--- src/rtl/fetch_unit.sv ---
`default_nettype none
// ============================================================================
// Module   : fetch_unit
// Function : Instruction-fetch stage. Holds the PC, fetches over a ready
//            handshake, issues one instruction at a time and resolves the
//            next PC from the branch code, ccc field and ALU flags.
//            Optional perf counters are enabled by FETCH_PERF_CNT_EN.
// Revision : 1.0 - initial release
// ============================================================================
module fetch_unit #(
  parameter int                ADDR_W   = 16,
  parameter logic [ADDR_W-1:0] RESET_PC = '0
) (
  input  logic              clk,
  input  logic              rst,
  output logic              imem_req,
  output logic [ADDR_W-1:0] imem_addr,
  input  logic              imem_rdy,
  input  logic [15:0]       imem_data,
  output logic [15:0]       instr,
  output logic              instr_valid,
  output logic [ADDR_W-1:0] pc,
  output logic [ADDR_W-1:0] pc_plus2,
  input  logic [1:0]        branch,
  input  logic [2:0]        flags,
  input  logic [15:0]       rs_data,
  input  logic              stall,
  output logic              halt
`ifdef FETCH_PERF_CNT_EN
  ,
  output logic [15:0]       perf_issued,
  output logic [15:0]       perf_taken
`endif
);

  typedef enum logic [1:0] {
    ST_BOOT  = 2'd0,
    ST_FETCH = 2'd1,
    ST_ISSUE = 2'd2,
    ST_HALT  = 2'd3
  } state_t;

  state_t            r_state;
  state_t            w_state_nxt;
  logic [ADDR_W-1:0] r_pc;
  logic [ADDR_W-1:0] w_pc_nxt;
  logic [15:0]       r_instr;
  logic [15:0]       w_instr_nxt;
  logic [ADDR_W-1:0] w_pc_plus2;
  logic [ADDR_W-1:0] w_rel_tgt;
  logic [ADDR_W-1:0] w_rs_tgt;
  logic              w_cond;
  logic              w_issue_exit;
  logic              w_taken;
  logic              w_z;
  logic              w_v;
  logic              w_n;

  assign w_z = flags[2];
  assign w_v = flags[1];
  assign w_n = flags[0];

  assign w_pc_plus2 = r_pc + ADDR_W'(2);
  // 9-bit signed word offset, converted to a byte offset relative to pc+2
  assign w_rel_tgt  = w_pc_plus2 + {{(ADDR_W-10){r_instr[8]}}, r_instr[8:0], 1'b0};
  assign w_rs_tgt   = ADDR_W'(rs_data);

  always_comb begin
    w_cond = 1'b0;
    case (r_instr[11:9])
      3'b000:  w_cond = !w_z;
      3'b001:  w_cond = w_z;
      3'b010:  w_cond = !w_z && !w_n;
      3'b011:  w_cond = w_n;
      3'b100:  w_cond = w_z || (!w_z && !w_n);
      3'b101:  w_cond = w_n || w_z;
      3'b110:  w_cond = w_v;
      default: w_cond = 1'b1;
    endcase
  end

  always_comb begin
    w_state_nxt  = r_state;
    w_pc_nxt     = r_pc;
    w_instr_nxt  = r_instr;
    imem_req     = 1'b0;
    instr_valid  = 1'b0;
    halt         = 1'b0;
    w_issue_exit = 1'b0;
    w_taken      = 1'b0;
    case (r_state)
      ST_BOOT: w_state_nxt = ST_FETCH;
      ST_FETCH: begin
        imem_req = 1'b1;
        if (imem_rdy) begin
          w_instr_nxt = imem_data;
          w_state_nxt = ST_ISSUE;
        end
      end
      ST_ISSUE: begin
        instr_valid = 1'b1;
        if (!stall) begin
          w_issue_exit = 1'b1;
          w_state_nxt  = ST_FETCH;
          w_pc_nxt     = w_pc_plus2;
          case (branch)
            2'b01: if (w_cond) begin
              w_pc_nxt = w_rel_tgt;
              w_taken  = 1'b1;
            end
            2'b10: if (w_cond) begin
              w_pc_nxt = w_rs_tgt;
              w_taken  = 1'b1;
            end
            2'b11: begin
              w_pc_nxt    = r_pc;
              w_state_nxt = ST_HALT;
            end
            default: ;
          endcase
        end
      end
      ST_HALT: halt = 1'b1;
      default: w_state_nxt = ST_BOOT;
    endcase
  end

  always_ff @(posedge clk) begin
    if (rst) begin
      r_state <= ST_BOOT;
      r_pc    <= RESET_PC;
      r_instr <= 16'h0000;
    end else begin
      r_state <= w_state_nxt;
      r_pc    <= w_pc_nxt;
      r_instr <= w_instr_nxt;
    end
  end

  assign imem_addr = r_pc;
  assign pc        = r_pc;
  assign pc_plus2  = w_pc_plus2;
  assign instr     = r_instr;

`ifdef FETCH_PERF_CNT_EN
  logic [15:0] r_perf_issued;
  logic [15:0] r_perf_taken;

  always_ff @(posedge clk) begin
    if (rst) begin
      r_perf_issued <= 16'h0000;
      r_perf_taken  <= 16'h0000;
    end else begin
      if (w_issue_exit) r_perf_issued <= r_perf_issued + 16'd1;
      if (w_taken)      r_perf_taken  <= r_perf_taken + 16'd1;
    end
  end

  assign perf_issued = r_perf_issued;
  assign perf_taken  = r_perf_taken;
`else
  logic w_unused_perf;
  assign w_unused_perf = w_issue_exit ^ w_taken;
`endif

endmodule
`default_nettype wire

--- config.mk ---
export PLATFORM = sky130hd
export DESIGN_NAME = fetch_unit
export DESIGN_NICKNAME = d
export VERILOG_FILES = /design/src/rtl/fetch_unit.sv
export SDC_FILE = /design/constraint.sdc
export NUM_CORES = 1
export LEC_CHECK = 0
export CAP_MARGIN = 20
export CORE_UTILIZATION = 41
export DETAILED_ROUTE_END_ITERATION = 7
export PLACE_DENSITY_LB_ADDON = 0.25
export SLEW_MARGIN = 20
export SYNTH_ARGS = -nofsm -noshare
export SYNTH_HDL_FRONTEND = slang
export SYNTH_SLANG_ARGS = --single-unit
--- constraint.sdc ---
create_clock -name clk -period 2.8 [get_ports clk]
set_input_delay 0.56 -clock clk [delete_from_list [all_inputs] [get_ports clk]]
set_output_delay 0.56 -clock clk [all_outputs]
set_load 0.02 [all_outputs]
==> impl_results.md, run 1 <==
- Ports: 108
- Final Hold Viols: 0
- Leak: 1.91 nW
- Part of the Yosys area used for sequential elements: 24.0%
- Final Power: 1.41 mW
- XOR/XNOR share of the synthesized area: 6.78%
- Violated checks: setup timing
- DRT iter0 DRCs: 209
- Worst-margin pin slew: 0.694 ns
- R2r endpoint: imem_addr[15]$_SDFFE_PP0P_
- TritonCTS Buffers: 5
- Longest Clk Path Bufs: 2
- Reg2Reg Depth: 11
- Top FF cell, synth: dfxtp_1
- Antenna-violating nets left: 0
- Nature of the critical path endpoint: flip-flop
- Final Routed Wirelength: 9400 um
- Pre-antenna DRT Iters: 5
- RSZ-0062 raised after global routing: true
- Max stage delay on crit path: 0.39 ns
- Mapped cell area: 2840 um^2
- CTS tree: yes
- Number of enable flip-flop cells after synthesis: 0
- Fmax achieved: 356 MHz
- Vias per cell: 5.73
- Fin Hold WS: 0.463 ns
- Setup ws final: -0.00928 ns
- Die width: 85.3 um
- Area growth syn-to-layout: 60.8%
- Post-Syn Instances: 369
- DR WL/cell: 16.1 um
- Vias: 3336
- Data arrival time of the worst path: 3.00 ns
- WS Path Type: flip-flop to flip-flop
- Peak supply drop: 261 uV
- Net Count, Synth: 436
- Yosys reg bits: 34
- Fin crit share: 100%
- Post-route DRC: 0
- Post-route minimum period: 2.81 ns
- Worst-Skew Late Latency: 0.30 ns
- Synth area leader: dfxtp_1
- Post-Synth Simple-Gate Area: 22.1%
- Power density cells: 309 nW/um^2
- Pin count of the biggest net entering global routing: 20
- Share of cells above drive strength 1: 22.4%
- Adder-cell share of the synthesized area: 11.7%
- Synth async-reset ratio: 0%
- Fillers: 510
- Slowest CP cell: a2111o_1
- Buffers added on ports: 107
- Nets: 571
- Layout Skew: 0.00937 ns
- First-pass GRT wire length: 15100 um
- Mean Syn Cell Area: 7.70 um^2
- CTS clock-pin slew for the worst setup and hold paths: 0.08 ns
- CP max FO: 4
- CP Data Required Time: 2.99 ns
- Distinct cells, synth: 62
- Complex-gate fraction of the synthesized area: 26.7%
- GRT Overall Usage: 26.1%
- GRT overflow: 0
- CORE AREA: 6530 um^2
- CP delay by family, top: compound AO/OA/AOI/OAI gates
- Worst setup SP type: flip-flop
- Top cells by area, synth: dfxtp_1 (24%), ha_1 (11%), nand2_1 (7.9%)
- Cells along the critical path: and3_4 -> and4_4 -> nand2_1 -> xnor2_4 -> ha_4 -> a2111o_1 -> o221ai_2 -> o31ai_2 -> xor2_1 -> nor4b_2 -> a211o_1
- Endpoints failing setup: 1
- Gr busiest metal: met2
- Max Cap Viol: 0
- Worst Hold End: instr[15]$_SDFFE_PP0P_
- Largest family of logic cells by synthesized area: compound AO/OA/AOI/OAI gates
- H-tree depth: 2
- Sink Count: 34
- Max Slew Vio Count: 0
- Buf+Inv Stages, Crit Path: 0
- Root buf cell: clkbuf_8
- Flop2flop setup slack: -0.009 ns
- Hold Path Depth: 2
- ANT cells: 0
- Ys Warns: 0
- # rows: 29
- Met1 Use GR: 31.0%
- GR Util met3: 6.13%
- Initial antenna violation count: 0
- RePlAce Congestion: 0.890
- Die area: 7270 um^2
- Initial Util: 43.5%
- Global routing met2 resource utilization: 45.2%
- Hold path startpoint: instr[15]$_SDFFE_PP0P_
- Headroom to the max-slew limit: 53.7%
- Synth top area share: 24.0%
- Die height: 85.3 um
- Hold WC Path Type: flip-flop to flip-flop
- Status: finished, violations left
- Mux cell area share after synthesis: 0.705%
- Vias in the first global route: 3219
- RR Startpoint: imem_addr[4]$_SDFFE_PP0P_
- DPL Wire Length: 7250 um
Yosys cell counts (2+ instances only):
cell type / n
a211o_1: 2
dfxtp_1: 34
nor3b_1: 5
clkbuf_1: 9
xnor2_1: 13
buf_4: 18
a31oi_1: 7
o211ai_1: 2
a22o_1: 4
nor3_1: 2
and3_1: 2
o21bai_1: 2
nor4_1: 3
o21ai_0: 20
nor2_1: 22
nand2_1: 60
o221ai_1: 2
inv_1: 11
ha_1: 25
a21o_1: 6
and4_1: 2
or3_1: 3
a211oi_1: 8
o22ai_1: 2
a21oi_1: 35
a221oi_1: 6
a31o_1: 2
a32o_1: 2
nand2b_1: 2
mux2i_1: 2
xor2_1: 9
nand3_1: 11
nand4_1: 7
worst max-delay path by stage:
stage | from | end | slack, ns | cells past startpoint
2_1_floorplan | imem_addr[2]$_SDFFE_PP0P_ | imem_addr[15]$_SDFFE_PP0P_ | -0.02 | 12
3_3_place_gp | branch[0] | imem_addr[11]$_SDFFE_PP0P_ | -0.06 | 8
3_5_place_dp | branch[0] | imem_addr[10]$_SDFFE_PP0P_ | -0.09 | 8
4_1_cts | imem_addr[4]$_SDFFE_PP0P_ | imem_addr[15]$_SDFFE_PP0P_ | -0.009 | 12
5_1_grt | imem_addr[3]$_SDFFE_PP0P_ | imem_addr[15]$_SDFFE_PP0P_ | -0.11 | 11
6_report | imem_addr[4]$_SDFFE_PP0P_ | imem_addr[15]$_SDFFE_PP0P_ | -0.009 | 11
per-stage QoR:
stage                     utilization [%]  instances  setup WS [ns]  cell area, um^2  setup TNS, ns
after global placement               67.0        570        -0.0592             4380         -0.184
after global routing                 70.0        582         -0.105             4570         -0.150
after CTS                            68.3        578       -0.00868             4460       -0.00868
final                                70.0        582       -0.00928             4570       -0.00928
after detailed placement             67.0        570        -0.0950             4380         -0.416
after floorplan                         -        369        -0.0211             3040        -0.0211
state kept, by name, summed over array words and instances, names as in the netlist:
register   flops
r_state        2
imem_addr     16
instr         16
cells in the final DEF, fill, tap and decap left out, types with 10 or more instances in the layout:
cell type        count
nor2_1              21
clkdlybuf4s50_1    101
nand2_1             58
ha_1                17
o21ai_0             19
inv_1               11
dfxtp_1             23
nand3_1             10
a21oi_1             34
buf_4               51
worst register-to-register path, stage by stage (launching register included):
cell and delay (ns):
dfxtp_4 0.36, and3_4 0.18, and4_4 0.27, nand2_1 0.13, xnor2_4 0.22, ha_4 0.23, a2111o_1 0.39, o221ai_2 0.18
o31ai_2 0.10, xor2_1 0.17, nor4b_2 0.20, a211o_1 0.27
per-layer routing:
layer,routed length [um],vias up
met5,0,-
met4,242,0
met3,797,33
met2,4490,175
met1,3870,1532
li1,-,1596
area by class of cell:
type	count	area (um^2)	area share, %
Timing Repair Buffer	158	1450	31.7
Inverter	11	41.3	0.904
Clock buffer	5	68.8	1.51
Clock inverter	3	20.0	0.438
Multi-Input combinational cell	294	2180	47.7
Sequential cell	34	714	15.6
Tap cell	77	96.3	2.11
cells by family (layout without fill, tap and decap cells):
kind of cell / Yosys count / after routing
buffers and inverters: 41 / 177
DFF: 34 / 34
xor gates and xnor gates: 22 / 22
muxes: 2 / 2
adders and majority gates: 26 / 26
and+or+nand+nor: 130 / 130
AOI/OAI and AO/OA: 114 / 114
repair_timing:
action,4_1_cts,5_1_grt
buffers inserted,0,4
endpoints found under the setup margin,7,6
resized for setup,7,19
pin swaps,5,16
hold buffers,0,0
report_power, final:
group	internal [mW]	switching [mW]	leakage, nW
registers	0.504	0.0346	0.284
logic	0.240	0.250	1.58
clock network	0.176	0.207	0.0484
Note: power is estimated with default switching activity, not from simulation.
==> run 2, diff against run 1 <==
--- a/config.mk
+++ b/config.mk
@@ -5,8 +5,9 @@
 export SDC_FILE = /design/constraint.sdc
 export NUM_CORES = 1
 export LEC_CHECK = 0
+export ABC_AREA = 1
 export CAP_MARGIN = 20
-export CORE_UTILIZATION = 41
+export CORE_UTILIZATION = 42
 export DETAILED_ROUTE_END_ITERATION = 7
 export PLACE_DENSITY_LB_ADDON = 0.25
 export SLEW_MARGIN = 20
==> run 2 against run 1 <==
  * The run now ends clean
  * Via count grew 5.8%
  * Fmax up 6.9%
  * Area after synthesis grew 9.6%
  * Global-route usage fell by 0.55 points
  * Power grew 9.8%
  * Hold slack better by 0.022 ns
  * Setup slack improved by 0.18 ns
  * Clock skew shrank 0.0038 ns
  * Clock power up 4%
  * Count of clock-buffer cells in the layout is 1 higher
  * Final area shrank 3.4%
  * Sequential cell count unchanged
  * Critical path type is now flip-flop to output pin
  * Highest routed layer unchanged
==> impl_results.md, run 2 <==
- Flop2flop setup slack: 0.22 ns (+0.23 ns)
- Post-route DRC: 0 (unchanged)
- Data arrival time of the worst path: 2.07 ns (-0.93 ns)
- Final non-filler cell area: 4410 um^2 (-3.4%)
- Vias in the first global route: 3225 (+0.19%)
- Post-DP Area: 4230 um^2 (-3.3%)
- RePlAce Congestion: 0.923 (+3.6%)
- Die width: 88.1 um (+3.3%)
- CORE AREA: 7210 um^2 (+10%)
- Setup ws final: 0.171 ns (+0.180 ns)
- Cells along the critical path: ha_4 -> nand3_2 -> nor2_4 -> nand2_4 -> xor2_1 -> inv_1 -> clkdlybuf4s50_1
- Most frequently used cell type in the post-synthesis netlist: nand2_1
- Area growth syn-to-layout: 41.8%
- Nets: 669 (+17%)
- DR WL/cell: 13.6 um (-15%)
- Worst-Skew Late Latency: 0.29 ns (about the same)
- Vias: 3529 (+5.8%)
- Placed insts: 693 (+22%)
- Headroom to the max-slew limit: 60.0% (+6.3 points)
- Post-Syn Instances: 501 (+36%)
- RSZ-0062 raised after global routing: true
- Layout Skew: 0.00560 ns (-0.00378 ns)
- Post-CTS Hold Fix Bufs: 0 (unchanged)
- Critical path depth: 7 (-4)
- Buf+Inv Stages, Crit Path: 2 (+2)
- Distinct cells, synth: 35 (-44%)
- Root buf cell: clkbuf_8
- Antenna-violating nets left: 0 (unchanged)
- Share of cells above drive strength 1: 9.95% (-12 points)
- CP max FO: 4 (unchanged)
- Final Routed Wirelength: 9580 um (+1.9%)
- Seq. cell area: 693 um^2 (-3.0%)
- Peak supply drop: 221 uV (-15%)
- Max stage delay on crit path: 0.61 ns (+0.22 ns)
- H-tree depth: 2 (unchanged)
- Max Slew Vio Count: 0 (unchanged)
- Post-route minimum period: 2.63 ns (-0.180 ns)
- Fin crit share: 93.9% (-6.4 points)
- Ys Warns: 0 (unchanged)
- Sink Count: 34 (unchanged)
- Fmax achieved: 380 MHz (+6.9%)
- Leak: 2.09 nW (+9.3%)
- Synth top cells by count: nand2_1 (119), nor2_1 (65), inv_1 (59)
- Top FF cell, synth: dfxtp_1
- Hold path startpoint: instr[14]$_SDFFE_PP0P_
- ANT cells: 0 (unchanged)
- DPL Wire Length: 7560 um (+4.3%)
- R2r endpoint: imem_addr[8]$_SDFFE_PP0P_
- Fin util: 61.2% (-8.8 points)
- Die area: 7760 um^2 (+6.8%)
- Pre-CTS setup slack: -0.00352 ns (+0.0915 ns)
- Reg2Reg Depth: 16 (+5)
- Final Hold Viols: 0 (unchanged)
- Initial Util: 43.1% (-0.36 points)
- Net Count, Synth: 568 (+30%)
- Multi-input gate area: 2080 um^2 (-4.5%)
- Critical Path Sink: pc_plus2[9]
- GRT overflow: 0 (unchanged)
- Commonest cells after routing, fill and taps aside: nand2_1 (119), clkdlybuf4s50_1 (103), nor2_1 (64)
- Synth area leader: dfxtp_1
- DRT iter0 DRCs: 186 (-11%)
- Vias per cell: 5.03 (-12%)
- Fillers: 734 (+44%)
- Number of enable flip-flop cells after synthesis: 0 (unchanged)
- Hold WC Path Type: flip-flop to flip-flop
- Power density cells: 351 nW/um^2 (+14%)
- GRT Overall Usage: 25.5% (-0.55 points)
- CTS tree: yes
- Status: finished clean
- First-pass GRT wire length: 15100 um (about the same)
- CP Data Required Time: 2.24 ns (-0.75 ns)
- Yosys reg bits: 34 (unchanged)
- Nature of the critical path endpoint: output pin
- Synth top area share: 21.9% (-2.1 points)
- Final instance count without filler cells: 702 (+21%)
- Endpoints failing setup: 0 (-1)
- Buffers added on ports: 107 (unchanged)
- Mapped cell area: 3110 um^2 (+9.6%)
- Most common cell after layout, fill and taps aside: nand2_1
- Worst setup SP type: flip-flop
- WS Path Type: flip-flop to output pin
- Top cells by area, synth: dfxtp_1 (22%), nand2_1 (14%), ha_1 (10%)
- Longest Clk Path Bufs: 2 (unchanged)
- Pre-antenna DRT Iters: 4 (-1)
- Ports: 108 (unchanged)
- TritonCTS Buffers: 5 (unchanged)
- Mean Syn Cell Area: 6.21 um^2 (-19%)
- Slowest CP cell: clkdlybuf4s50_1
- CP delay by family, top: buffers and inverters
- Die height: 88.1 um (+3.3%)
- CTS clock-pin slew for the worst setup and hold paths: 0.08 ns (about the same)
- Initial antenna violation count: 0 (unchanged)
- Synth async-reset ratio: 0% (unchanged)
- Max Cap Viol: 0 (unchanged)
- # rows: 31 (+6.9%)
- Pin count of the biggest net entering global routing: 32 (+60%)
- RR Startpoint: imem_addr[1]$_SDFFE_PP0P_
- Part of the Yosys area used for sequential elements: 21.9% (-2.1 points)
- Worst Setup SP: imem_addr[2]$_SDFFE_PP0P_
- Worst-margin pin slew: 0.598 ns (-0.0957 ns)
run 2: per-layer routing:
metal / global-route usage [%] / vias up / share of wire [%]
li1: - / 1800 / -
met1: 30.5 / 1584 / 44
met2: 44.7 / 120 / 47
met3: 5.47 / 25 / 5.9
met4: 9.53 / 0 / 3.0
met5: 0 / - / 0
run 2: through the flow:
stage                     power, mW  hold slack [ns]  TNS (ns)
after global placement         1.14            0.462         0
after detailed placement       1.15            0.473  -0.00352
after floorplan               0.912            0.554         0
after CTS                      1.55            0.491         0
after global routing           1.65            0.526   -0.0299
final                          1.55            0.486         0
run 2: worst min path at each step:
stage / depth (start not counted) / end / slack (ns)
2_1_floorplan: 2 / instr[10]$_SDFFE_PP0P_ / 0.55
3_3_place_gp: 2 / instr[14]$_SDFFE_PP0P_ / 0.46
3_5_place_dp: 2 / instr[14]$_SDFFE_PP0P_ / 0.47
4_1_cts: 2 / instr[14]$_SDFFE_PP0P_ / 0.49
5_1_grt: 2 / instr[14]$_SDFFE_PP0P_ / 0.53
6_report: 2 / instr[14]$_SDFFE_PP0P_ / 0.49
run 2: final cells by class:
class,count,share of cell area [%]
multi-input combinational,377,47.1
timing repair buffer,122,26.9
tap,99,2.81
clock inverter,2,0.284
inverter,62,5.33
clock buffer,6,1.87
sequential,34,15.7
run 2: what timing repair did:
item / CTS / global route
pin swaps: 0 / 1
gates resized for setup: 5 / 19
setup buffers: 0 / 1
setup endpoints to repair: 4 / 16
run 2: cells by family after synthesis:
group / Yosys count / share of synthesized area (%)
compound gates: 99 / 16.9
xor+xnor: 10 / 3.05
fa+ha+maj: 26 / 10.7
buf+inv: 90 / 13.5
flops: 34 / 21.9
simple gates: 242 / 34.0
run 2: power by group:
group | total, mW | leakage (nW) | internal [mW] | switching [mW]
registers | 0.569 | 0.281 | 0.522 | 0.0466
clock network | 0.397 | 0.0472 | 0.198 | 0.199
logic | 0.583 | 1.76 | 0.257 | 0.326
run 2: worst reg2reg max path, delay by kind of cell, from the launching register on:
family	cells	cell delay, ns
AOI/OAI and AO/OA	1	0.13
xor gates and xnor gates	1	0.20
adders and majority gates	1	0.32
buffers and inverters	2	0.27
DFF	1	0.35
and+or+nand+nor	11	1.20
